**src/rtl/fifo_rd_stream_pkg.sv**
```systemverilog
// ============================================================================
// Module   : fifo_rd_stream_pkg
// Brief    : Shared types and sizes for the FIFO read-side stream adapter.
// Revision : 1.0 - initial release
// ============================================================================
`default_nettype none

package fifo_rd_stream_pkg;

   localparam int BUF_DEPTH = 2;
   localparam int OCC_WIDTH = 2;

   typedef enum logic [0:0] {
      RUN   = 1'b0,
      DRAIN = 1'b1
   } state_t;

endpackage

`default_nettype wire

```
**src/rtl/stream_buf2.sv**
```systemverilog
// ============================================================================
// Module   : stream_buf2
// Brief    : Two-entry register FIFO with push/pop/clear, occupancy and head.
// Revision : 1.0 - initial release
// ============================================================================
`default_nettype none

module stream_buf2
   import fifo_rd_stream_pkg::*;
#(
   parameter int DATA_WIDTH = 8
) (
   input  logic                  clk,
   input  logic                  rst_n,
   input  logic                  i_push,
   input  logic                  i_pop,
   input  logic                  i_clear,
   input  logic [DATA_WIDTH-1:0] i_data,
   output logic [OCC_WIDTH-1:0]  o_occ,
   output logic [DATA_WIDTH-1:0] o_head
);

   logic [DATA_WIDTH-1:0] r_mem [BUF_DEPTH];
   logic                  r_rd_ptr;
   logic                  r_wr_ptr;
   logic [OCC_WIDTH-1:0]  r_occ;

   always_ff @(posedge clk or negedge rst_n) begin
      if (!rst_n) begin
         r_mem[0] <= '0;
         r_mem[1] <= '0;
         r_rd_ptr <= 1'b0;
         r_wr_ptr <= 1'b0;
         r_occ    <= '0;
      end else if (i_clear) begin
         r_rd_ptr <= 1'b0;
         r_wr_ptr <= 1'b0;
         r_occ    <= '0;
      end else begin
         if (i_push) begin
            r_mem[r_wr_ptr] <= i_data;
            r_wr_ptr        <= ~r_wr_ptr;
         end
         if (i_pop) begin
            r_rd_ptr <= ~r_rd_ptr;
         end
         // Push and pop together keep the count and just rotate both pointers.
         case ({i_push, i_pop})
            2'b10:   r_occ <= r_occ + OCC_WIDTH'(1);
            2'b01:   r_occ <= r_occ - OCC_WIDTH'(1);
            default: r_occ <= r_occ;
         endcase
      end
   end

   assign o_occ  = r_occ;
   assign o_head = r_mem[r_rd_ptr];

endmodule

`default_nettype wire

```
**src/rtl/fifo_rd_stream.sv**
```systemverilog
// ============================================================================
// Module   : fifo_rd_stream
// Brief    : Pops the async FIFO read port into a valid/ready stream with flush.
//            Optional pop counter output enabled by FIFO_RD_STREAM_WORD_CNT_EN.
// Revision : 1.0 - initial release
// ============================================================================
`default_nettype none

module fifo_rd_stream
   import fifo_rd_stream_pkg::*;
#(
   parameter int DATA_WIDTH = 8
) (
   input  logic                  rd_clk,
   input  logic                  rd_rst_n,
   input  logic                  fifo_empty,
   input  logic [DATA_WIDTH-1:0] fifo_rd_data,
   output logic                  fifo_rd_en,
   output logic                  m_valid,
   output logic [DATA_WIDTH-1:0] m_data,
   input  logic                  m_ready,
   input  logic                  flush,
   output logic                  flush_busy
`ifdef FIFO_RD_STREAM_WORD_CNT_EN
   ,
   output logic [31:0]           word_cnt
`endif
);

   localparam logic [OCC_WIDTH:0] c_buf_depth = BUF_DEPTH[OCC_WIDTH:0];

   state_t                r_state;
   state_t                w_state_nxt;
   logic                  r_inflight;
   logic                  r_started;
   logic [OCC_WIDTH-1:0]  w_occ;
   logic [OCC_WIDTH:0]    w_level;
   logic [DATA_WIDTH-1:0] w_head;
   logic                  w_pop;
   logic                  w_push;
   logic                  w_clear;

   stream_buf2 #(
      .DATA_WIDTH (DATA_WIDTH)
   ) u_buf (
      .clk     (rd_clk),
      .rst_n   (rd_rst_n),
      .i_push  (w_push),
      .i_pop   (w_pop),
      .i_clear (w_clear),
      .i_data  (fifo_rd_data),
      .o_occ   (w_occ),
      .o_head  (w_head)
   );

   assign m_valid    = (r_state == RUN) && (w_occ != '0);
   assign m_data     = w_head;
   assign w_pop      = m_valid & m_ready;
   assign flush_busy = (r_state == DRAIN);

   // Entries committed after this edge: buffered + arriving - leaving.
   assign w_level = {1'b0, w_occ} + {{OCC_WIDTH{1'b0}}, r_inflight}
                  - {{OCC_WIDTH{1'b0}}, w_pop};

   always_ff @(posedge rd_clk or negedge rd_rst_n) begin
      if (!rd_rst_n) begin
         r_state    <= RUN;
         r_inflight <= 1'b0;
         r_started  <= 1'b0;
      end else begin
         r_state    <= w_state_nxt;
         r_inflight <= fifo_rd_en;
         r_started  <= 1'b1;
      end
   end

   always_comb begin
      w_state_nxt = r_state;
      fifo_rd_en  = 1'b0;
      w_push      = 1'b0;
      w_clear     = 1'b0;
      case (r_state)
         RUN: begin
            if (flush) begin
               w_state_nxt = DRAIN;
               w_clear     = 1'b1;
            end else begin
               w_push     = r_inflight;
               fifo_rd_en = r_started & ~fifo_empty & (w_level < c_buf_depth);
            end
         end
         DRAIN: begin
            // Words popped here are dropped; leave only once nothing is in flight.
            fifo_rd_en = ~fifo_empty;
            if (!flush && fifo_empty && !r_inflight) begin
               w_state_nxt = RUN;
            end
         end
         default: w_state_nxt = RUN;
      endcase
   end

`ifdef FIFO_RD_STREAM_WORD_CNT_EN
   logic [31:0] r_word_cnt;

   always_ff @(posedge rd_clk or negedge rd_rst_n) begin
      if (!rd_rst_n) begin
         r_word_cnt <= '0;
      end else if (w_pop) begin
         r_word_cnt <= r_word_cnt + 32'd1;
      end
   end

   assign word_cnt = r_word_cnt;
`endif

endmodule

`default_nettype wire

```
**config.mk**
```make
export PLATFORM = sky130hd
export DESIGN_NAME = fifo_rd_stream
export DESIGN_NICKNAME = d
export VERILOG_FILES = /design/src/rtl/fifo_rd_stream_pkg.sv /design/src/rtl/stream_buf2.sv /design/src/rtl/fifo_rd_stream.sv
export SDC_FILE = /design/constraint.sdc
export NUM_CORES = 1
export LEC_CHECK = 0
export BUFFER_PORTS_ARGS = -buffer_cell sky130_fd_sc_hd__clkbuf_2
export CELL_PAD_IN_SITES_DETAIL_PLACEMENT = 2
export CELL_PAD_IN_SITES_GLOBAL_PLACEMENT = 2
export CORE_MARGIN = 3
export CORE_UTILIZATION = 35
export CTS_CLUSTER_SIZE = 20
export DETAILED_ROUTE_END_ITERATION = 10
export PLACE_DENSITY_LB_ADDON = 0.1
export SYNTH_ARGS = -nofsm -noshare
export SYNTH_HDL_FRONTEND = slang
export SYNTH_HIERARCHICAL = 1
export SYNTH_SLANG_ARGS = --single-unit
```
**constraint.sdc**
```tcl
create_clock -name rd_clk -period 2.7 [get_ports rd_clk]
set_clock_uncertainty 0.1 [all_clocks]
set_input_delay 0 -clock rd_clk [delete_from_list [all_inputs] [get_ports rd_clk]]
set_output_delay 0 -clock rd_clk [all_outputs]
set_load 0.03 [all_outputs]
```
==> key figures <==
Worst setup path
  – Crit Path Class: flip-flop to output pin
  – Worst-case reg-to-reg path depth: 6
  – Worst setup path endpoint: fifo_rd_en
  – FF-to-FF End: r_inflight$_DFF_PN0_
  – Crit-path slowest cell: fa_2
  – Critical Path AT: 2.52 ns
  – Worst Path Max Fanout: 6
  – CP endpoint kind: output pin
  – CP required: 2.60 ns
  – Crit path largest cell delay: 0.53 ns
  – Reg2reg setup slack: 0.52 ns
  – Reg2reg start: flush_busy$_DFF_PN0_
  – Critical path startpoint category: flip-flop
  – Crit path launch: flush_busy$_DFF_PN0_
  – Cells along the critical path: nor3b_2 > ha_1 > nand2b_4 > fa_2 > nand2_2 > o41ai_4 > clkbuf_8

Run
  – Max-cap violations: 0

CTS
  – Clock Sink Count: 23
  – CTS Buf Count: 3
  – CTS tree: yes
  – CTS Root Cell: clkbuf_4
  – Htree depth: 1
  – Clk_lat worst skew: 0.32 ns
  – Clock Path Buffers: 2
  – Clock-pin slew on the worst setup and hold paths: 0.14 ns

Detailed routing
  – WL per Instance: 18.9 um
  – Detail Route Antenna Nets: 0
  – Met1 WL: 1270 um
  – Drt total wl: 2870 um
  – Drt initial violations: 7
  – Metal3 WL: 65 um
  – # DRC: 0
  – Vias: 762
  – Top Metal Used: met4
  – Vias/cell: 5.01
  – Met2 wire len: 1510 um
  – TritonRoute pass-1 iters: 4

GRT
  – First-pass GRT wire length: 4140 um
  – Pin count of the biggest net entering global routing: 24
  – Total grt overflow: 0
  – Gr usage total: 0.150
  – Initial antenna violation count: 0
  – Vias in the first global route: 873

Place
  – # placed instances: 133
  – Place WS: 0.297 ns
  – Buffers on Ports: 23
  – DP Area: 0.00126 sq mm
  – GPL Wtd Cong: 0.765
  – HPWL Detailed: 1610 um

Synth
  – Post-Syn Nets: 94
  – Syn Std Cell Area: 0.00109 sq mm
  – Mapped Cells: 79
  – Seq cells post-synth: 23
  – Post-synth cell types: 23
  – Syn Area/Cell: 13.8 sq um
  – Register area share after synthesis: 0.527
  – Warnings, synthesis: 6

Power and ir drop
  – Pwr dens: 967 mW/mm^2
  – Peak supply drop: 0.000441 V
  – Pleak: 0.700 nW
  – Total chip power: 1.42 mW

Finish
  – ANT cells: 0
  – Fin nets: 137
  – Final std cell area, no fill: 0.00147 sq mm
  – Area delta synth->final: 34.1%
  – Final Instance Count excl. Fillers: 152
  – Share of post-route cells with drive strength above 1: 0.537

STA
  – Fin crit share: 0.971
  – Final worst setup slack: 0.0777 ns
  – Fin. Hold Viols: 0
  – Setup-failing EPs final: 0
  – Max Fclk: 381 MHz
  – Tightest Pin Transition: 0.603 ns
  – Final Critical Period: 2.62 ns
  – Relative slew slack: 0.597
  – RSZ-0062 raised after global routing: yes
  – Slew Limit Fails: 0

Floorplan
  – Ports: 24
  – Initial Utilization: 0.383
  – Die width: 61.9 um
  – # rows: 19
  – Core ar.: 0.00285 sq mm
  – Die area: 0.00383 sq mm
  – Chip Height: 61.9 um

Hold path
  – Worst Hold Class: input port to async pin

Status
  – Status: finished, final reports clean
==> stage by stage <==
| stage | setup TNS [ns] | util | hold slack [ns] |
|---|---|---|---|
| 6_report | 0 | 0.514 | 0.0924 |
| 5_1_grt | -0.0311 | 0.514 | 0.113 |
| 4_1_cts | 0 | 0.496 | 0.103 |
| 3_5_place_dp | 0 | 0.443 | -0.0725 |
| 3_3_place_gp | 0 | 0.443 | -0.0803 |
| 2_1_floorplan | 0 | - | -0.396 |
==> kinds of logic (layout without fill, tap and decap cells) <==
| group | after synthesis | count (layout) | share of synthesized area |
|---|---|---|---|
| muxes | 24 | 24 | 0.247 |
| DFF | 23 | 23 | 0.527 |
| and+or+nand+nor | 18 | 18 | 0.111 |
| xor gates and xnor gates | 5 | 5 | 0.0401 |
| AOI/OAI and AO/OA | 3 | 3 | 0.0263 |
| buffers and inverters | 3 | 45 | 0.0149 |
| adders and majority gates | 2 | 2 | 0.0298 |
| other | 1 | 1 | 0.00343 |
==> how the worst min path moves through the flow <==
stage                                       end  slack [ns]  cells after the start
global route        u_buf/r_mem[14]$_DFFE_PN0P_        0.11                      2
floorplan                  flush_busy$_DFF_PN0_       -0.40                      0
global placement     u_buf/o_occ[0]$_DFFE_PN0P_       -0.08                      1
detailed placement   u_buf/o_occ[0]$_DFFE_PN0P_       -0.07                      1
finish               u_buf/o_occ[0]$_DFFE_PN0P_        0.09                      2
CTS                 u_buf/r_mem[15]$_DFFE_PN0P_        0.10                      2
==> report_power, final <==
group	total (mW)	switching (mW)	internal, mW	leakage, nW
Combinational	0.667	0.359	0.308	0.397
Sequential	0.580	0.110	0.469	0.286
Clock	0.170	0.115	0.0556	0.0177
Total	1.42	0.584	0.833	0.700
==> sequential cells by signal, summed over array words and instances, names as in the netlist <==
signal          count
u_buf/r_wr_ptr      1
flush_busy          1
u_buf/r_mem        16
u_buf/r_rd_ptr      1
r_started           1
r_inflight          1
u_buf/o_occ         2
==> routing by layer <==
layer  vias to the layer above  global-route usage
met5                         -                   0
met4                         0              0.0545
met3                         2              0.0227
met2                        13               0.251
met1                       390               0.198
li1                        357                   -
==> critical path, delay by kind of cell, from the launching register on <==
family          cells  cell delay [ns]
fa+ha+maj           2             0.81
simple gates        3             0.45
buf+inv             1             0.22
compound gates      1             0.24
flops               1             0.47
==> synthesized netlist by cell type (all sizes together) <==
cell	instances	area, sq um
dfrtp	23	576
o41ai	1	16.3
nor2b	1	6.26
nand2	1	3.75
conb	1	3.75
and3b	1	8.76
nor3b	5	48.8
fa	1	20.0
nor2	5	18.8
a21o	1	7.51
nand2b	3	18.8
buf	2	12.5
xor2	2	17.5
ha	1	12.5
nor3	1	5.00
o21ai	1	5.00
nand3b	1	11.3
inv	1	3.75
mux2	24	270
xnor2	3	26.3
==> what timing repair did <==
action	in CTS	in global routing
resized for setup	4	6
setup endpoints to repair	1	1
setup buffers	0	4
endpoints found under the hold margin	41	0
hold buffers	11	0
==> final cells by class <==
cell class	count	area (sq um)
Fill cell	285	1390
Sequential cell	23	579
Multi-Input combinational cell	53	537
Timing Repair Buffer	40	279
Tap cell	31	38.8
Clock buffer	3	22.5
Clock inverter	1	5.00
Inverter	1	3.75
==> cell usage in the layout (no fill, tap or decap) <==
master / n
nor3_1: 1
inv_1: 1
nor2_4: 1
clkbuf_4: 3
dfrtp_2: 3
o41ai_4: 1
mux2_2: 21
and3b_1: 1
buf_4: 6
xnor2_1: 3
clkbuf_2: 22
xor2_1: 2
fa_2: 1
nor2_1: 4
nor3b_4: 1
nand2b_1: 2
a21o_1: 1
dfrtp_1: 20
nor2b_1: 1
conb_1: 1
nor3b_1: 3
nor3b_2: 1
nand3b_2: 1
clkbuf_8: 1
nand2b_4: 1
nand2_2: 1
dlygate4sd3_1: 11
ha_1: 1
o21ai_0: 1
mux2_1: 3
clkinv_2: 1
Note: power is estimated with default switching activity, not from simulation.
